$ cat src/rtl/edge_detect_multi.sv
// Multi-channel edge detector: per-channel synchroniser, glitch filter and
// Moore edge FSM, with per-channel polarity select and saturating event counter.
module edge_detect_multi #(
  parameter int N_CH        = 4,
  parameter int SYNC_STAGES = 2,
  parameter int FILT_CYCLES = 4,
  parameter int CNT_W       = 8
) (
  input  logic                  CLK,
  input  logic                  reset,
  input  logic [N_CH-1:0]       level,
  input  logic [2*N_CH-1:0]     edge_sel,
  input  logic [N_CH-1:0]       cnt_clr,
  output logic [N_CH-1:0]       filt_level,
  output logic [N_CH-1:0]       rise,
  output logic [N_CH-1:0]       fall,
  output logic [N_CH-1:0]       tick,
  output logic [N_CH*CNT_W-1:0] evt_cnt
);

  localparam int STAB_W = $clog2(FILT_CYCLES + 1);
  localparam logic [STAB_W-1:0] STAB_LAST = STAB_W'(FILT_CYCLES - 1);
  localparam logic [CNT_W-1:0] CNT_MAX = '1;

  typedef enum logic [1:0] {LOW, RISE, HIGH, FALL} state_t;

  for (genvar i = 0; i < N_CH; i++) begin : g_ch
    logic [SYNC_STAGES-1:0] sync_q;
    logic                   s;
    state_t                 state_q, state_d;
    logic [STAB_W-1:0]      stab_q, stab_d;
    logic [CNT_W-1:0]       cnt_q, cnt_d;
    logic                   tick_c;

    // Shift the raw pin through the synchroniser chain
    always_ff @(posedge CLK or posedge reset) begin
      if (reset) sync_q <= '0;
      else       sync_q <= (sync_q << 1) | SYNC_STAGES'(level[i]);
    end

    assign s = sync_q[SYNC_STAGES-1];

    always_ff @(posedge CLK or posedge reset) begin
      if (reset) begin
        state_q <= LOW;
        stab_q  <= '0;
        cnt_q   <= '0;
      end else begin
        state_q <= state_d;
        stab_q  <= stab_d;
        cnt_q   <= cnt_d;
      end
    end

    // Stab only runs while s disagrees with the committed level; any agreeing
    // cycle restarts it, which is what rejects short glitches.
    always_comb begin
      state_d = state_q;
      stab_d  = '0;
      case (state_q)
        LOW: begin
          if (s) begin
            if (stab_q == STAB_LAST) state_d = RISE;
            else                     stab_d  = stab_q + STAB_W'(1);
          end
        end
        RISE: state_d = HIGH;
        HIGH: begin
          if (!s) begin
            if (stab_q == STAB_LAST) state_d = FALL;
            else                     stab_d  = stab_q + STAB_W'(1);
          end
        end
        FALL: state_d = LOW;
        default: state_d = LOW;
      endcase
    end

    assign rise[i]       = (state_q == RISE);
    assign fall[i]       = (state_q == FALL);
    assign filt_level[i] = (state_q == RISE) || (state_q == HIGH);
    assign tick_c        = ((state_q == RISE) && edge_sel[2*i]) ||
                           ((state_q == FALL) && edge_sel[2*i+1]);
    assign tick[i]       = tick_c;

    // A clear coinciding with a tick keeps that tick's event
    always_comb begin
      cnt_d = cnt_q;
      if (cnt_clr[i])                        cnt_d = CNT_W'(tick_c);
      else if (tick_c && (cnt_q != CNT_MAX)) cnt_d = cnt_q + CNT_W'(1);
    end

    assign evt_cnt[CNT_W*i +: CNT_W] = cnt_q;
  end

endmodule

$ cat config.mk
export PLATFORM = sky130hd
export DESIGN_NAME = edge_detect_multi
export DESIGN_NICKNAME = d
export VERILOG_FILES = /design/src/rtl/edge_detect_multi.sv
export SDC_FILE = /design/constraint.sdc
export NUM_CORES = 1
export LEC_CHECK = 0
export ABC_AREA = 1
export ABC_CLOCK_PERIOD_IN_PS = 2450
export BUFFER_PORTS_ARGS = -buffer_cell sky130_fd_sc_hd__buf_2
export CAP_MARGIN = 25
export CORE_MARGIN = 4
export CORE_UTILIZATION = 55
export CTS_CLUSTER_SIZE = 24
export DETAILED_ROUTE_END_ITERATION = 16
export GPL_TIMING_DRIVEN = 0
export PLACE_DENSITY = 0.89
export SLEW_MARGIN = 20
export SYNTH_ARGS = -nofsm -noshare
export SYNTH_HDL_FRONTEND = slang
export SYNTH_SLANG_ARGS = --single-unit
$ cat constraint.sdc
create_clock -name CLK -period 2.45 [get_ports CLK]
set_clock_uncertainty 0.1 [all_clocks]
set_input_delay 0.245 -clock CLK [delete_from_list [all_inputs] [get_ports CLK]]
set_output_delay 0.245 -clock CLK [all_outputs]
set_load 0.01 [all_outputs]
==> results.md <==
* Run status: finished clean
* Max Transition Viols Final at 0
* Boundary Pins at between 60 and 70
* Pin count of the biggest net entering global routing at 56
* Start point of the worst min-delay path: cnt_clr[2]
* H-Tree Level Count at 3
* Max frequency at 517 MHz
* Static power due to leakage at 2.29 nW
* Area occupied by registers at 1500 µm²
* Peak fanout along the critical path at 6
* First-pass iteration count of the detailed router at 4
* Capturing point of the worst reg2reg path: g_ch[2].cnt_q[7]
* Cell at the slowest stage of the critical path: sky130_fd_sc_hd__dfrtp_1
* Clk Tree Root Cell: sky130_fd_sc_hd__clkbuf_8
* Number of cells on the worst hold path at 4
* Dominant delay contributor by cell family on the critical path: buffers and inverters
* Antenna violations before repair at 0
* Footprint of the multi-input gates at between 1500 and 2000 µm²
* Top post-synthesis cells by area: sky130_fd_sc_hd__dfrtp_1 44%, sky130_fd_sc_hd__nand2_1 13%, sky130_fd_sc_hd__ha_1 8.9%, sky130_fd_sc_hd__inv_1 6.0%, sky130_fd_sc_hd__nor2_1 5.9%
* Switching pwr at 1.30 mW
* Final period utilization at 0.789
* Cell row count at 28
* Core area at between 5000 and 6000 µm²
* Drt initial violations at 93
* Final core utilization at 0.684
* CTS tree: done
* Clk network pwr share at 0.235
* # fillers at 480
* CP most frequent cell: sky130_fd_sc_hd__nand2_1
* TritonCTS buffer count at 9
* Die ar. at roughly 7500 µm²
* Area Overhead vs Synth at 20.6%
* Kind of end point of the critical path: primary output
* End of the worst hold path: g_ch[2].cnt_q[5]
* Internal power at 2.21 mW
* Async set or reset register ratio after synthesis at 1.00
* Most area-hungry cell type in the Yosys netlist: sky130_fd_sc_hd__dfrtp_1
* EDFF count, synth at 0
* Placed Cells incl. Taps at ~570
* DP HPWL at around 5200 µm
* Clk pin slew, worst setup/hold paths at 60 ps
* Most frequent standard cell in the layout excluding fill and tap cells: sky130_fd_sc_hd__nand2_1
* Pre-CTS setup slack at between 700 and 800 ps
* Buffers inserted by post-CTS timing repair at 0
* Number of max-cap violations at 0
* Crit path DAT at 1590 ps
* Critical-path cell list: inv_1 > ha_1 > nand2_1 > nand2_1 > buf_4 > buf_2
* Number of port buffers at between 60 and 70
* Crit path largest cell delay at about 400 ps
* Share of total power in combinational logic at 0.384
* Starting utilization of the core area at 0.567
* Post-layout net count at 550
* Final WL at between 7000 and 8000 µm
* Deepest clock path buffer count at 2
* Mean routed wirelength per cell at ~12 µm
* Count of mapped cells out of synthesis at around 430
* Worst-Skew Late Latency at 330 ps
* Actual slew at the worst max-slew pin at between 400 and 500 ps
* Share of final-layout standard cells stronger than drive strength 1 at 0.225
* Classification of the worst-slack hold path: in2reg
* Shortest period the worst path allows at 1930 ps
* ANT nets after route at 0
* Total nets after synthesis at 467
* Final setup violating endpoints at 0
* Endpoints failing hold at 0
* Vertical extent of the die at roughly 86 µm
* Most used cells in the layout excluding fill and tap cells: 113 x sky130_fd_sc_hd__nand2_1, 65 x sky130_fd_sc_hd__buf_2, 60 x sky130_fd_sc_hd__dfrtp_1, 53 x sky130_fd_sc_hd__nor2_1, 53 x sky130_fd_sc_hd__inv_1
* Unrepaired setup endpoints after global routing: false
* Antenna fix cells at 0
* Number of vias in the routed layout at around 3,000
* Synth warnings at 0
* Fraction of the yosys area taken by sequential cells at 0.444
* Reg-to-reg critical path startpoint: g_ch[2].state_q[1]
* Final routed DRC violation total at 0
* Element type at the critical path start: flop
* Switch share at 0.370
* Maximum resistive drop on vdd at 585 µV
* GP Congestion at 0.869
* CP bufs+invs at 3
* Proportion of power drawn by flip-flops and latches at 0.381
* FF-to-FF setup slack at between 700 and 800 ps
* Total congestion overflow at 0
* FF-to-FF path depth at 9
* Area share of the largest cell type after synthesis at 0.444
* Total power at ~3.5 mW
* Via/cell ratio at between 5 and 6
* Average instance area after synthesis at roughly 7.9 µm²
* Slack of the critical path at around 520 ps
* GRT Resource Usage Total at 0.199
* Required time of the critical path at 2110 ps
* Count of placed standard cells in the final layout, fillers left out at ~590
* Worst slew slack as a fraction of its limit at 0.726
* Flops & latches, synth at 60
* Most used flip-flop cell after synthesis: sky130_fd_sc_hd__dfrtp_1
* Horizontal die dimension at between 80 and 90 µm
* Wire length of the first global-routing pass at 12,000 µm
* Clock Sink Count at 60
* Power density cells at about 860 nW/µm²
* Count of unique library cells instantiated by Yosys at 28
* Number of global-route vias before repair at between 2,000 and 3,000
* Cell area after technology mapping at 3380 µm²
* Category of the most critical setup path: reg2out
[flip-flops by register name, indices dropped and copies added (netlist names)]
register,cells
g_ch.cnt_q,32
g_ch.stab_q,12
g_ch.state_q,8
g_ch.sync_q,8
[worst max-delay path by stage]
stage | start | to | slack, ps | depth (start not counted)
global route | g_ch[3].state_q[1] | tick[3] | 420 | 6
global placement | reset | g_ch[0].cnt_q[6] | -120 | 2
detailed placement | g_ch[2].state_q[1] | g_ch[2].cnt_q[7] | 780 | 9
floorplan | reset | g_ch[0].cnt_q[0] | 620 | 1
CTS | g_ch[3].state_q[1] | tick[3] | 500 | 6
finish | g_ch[3].state_q[1] | tick[3] | 520 | 6
[timing repair]
| action | in CTS | in global routing |
|---|---|---|
| endpoints found under the hold margin | 65 | 0 |
| gates resized for setup | 0 | 0 |
| setup endpoints to repair | 0 | 0 |
| hold buffers | 6 | 0 |
[final cells by class]
type | instances | area share
buffer | 8 | 0.0147
tap | 75 | 0.0230
timing repair buffer | 72 | 0.101
clock inverter | 1 | 0.00123
multi-input combinational | 299 | 0.391
inverter | 58 | 0.0559
sequential | 60 | 0.368
clock buffer | 14 | 0.0448
[stage by stage]
step | hold slack (ps) | setup TNS [ps] | cell area [µm²]
2_1_floorplan | 176 | 0 | 3380
3_3_place_gp | 233 | -7070 | 3800
3_5_place_dp | 37.6 | 0 | 3830
4_1_cts | 96.2 | 0 | 4080
5_1_grt | 140 | 0 | 4080
6_report | 118 | 0 | 4080
[worst reg2reg max path: cells and delay by family, from the launching register on]
family                     cells  cell delay, ps
AOI/OAI and AO/OA              1             300
adders and majority gates      1             160
buffers and inverters          3             200
DFF                            1             410
and+or+nand+nor                4             390
[cell usage after synthesis (4+ instances only)]
master,count
sky130_fd_sc_hd__nor2_1,53
sky130_fd_sc_hd__ha_1,24
sky130_fd_sc_hd__inv_1,54
sky130_fd_sc_hd__nand3_1,28
sky130_fd_sc_hd__buf_4,8
sky130_fd_sc_hd__nand2_2,8
sky130_fd_sc_hd__nand2_1,113
sky130_fd_sc_hd__dfrtp_1,60
sky130_fd_sc_hd__nor3_1,4
sky130_fd_sc_hd__a21oi_1,17
sky130_fd_sc_hd__xor2_1,8
sky130_fd_sc_hd__o21ai_0,19
[power by group through the flow]
stage                     logic, mW  clock network [mW]  registers (mW)
after detailed placement       1.34                   0            1.35
final                          1.35               0.825            1.34
after global placement         1.24                   0            1.34
after floorplan               0.934                   0            1.34
after global routing           1.54               0.890            1.36
after CTS                      1.36               0.852            1.34
[cells by family (layout without fill, tap and decap cells)]
group,Yosys count,count (layout),synth area share
xor+xnor,9,9,0.0233
buf+inv,66,153,0.0844
flops,60,60,0.444
fa+ha+maj,24,24,0.0889
simple gates,224,224,0.294
compound gates,42,42,0.0652
[metal layers]
metal / vias up / GRT usage / wire length, µm
met5: - / 0 / 0
met2: 65 / 0.369 / 3740
met4: 0 / 0.0666 / 31
met3: 5 / 0.0599 / 364
met1: 1389 / 0.214 / 2950
li1: 1493 / - / -
Power figures use the tool's default switching activity.
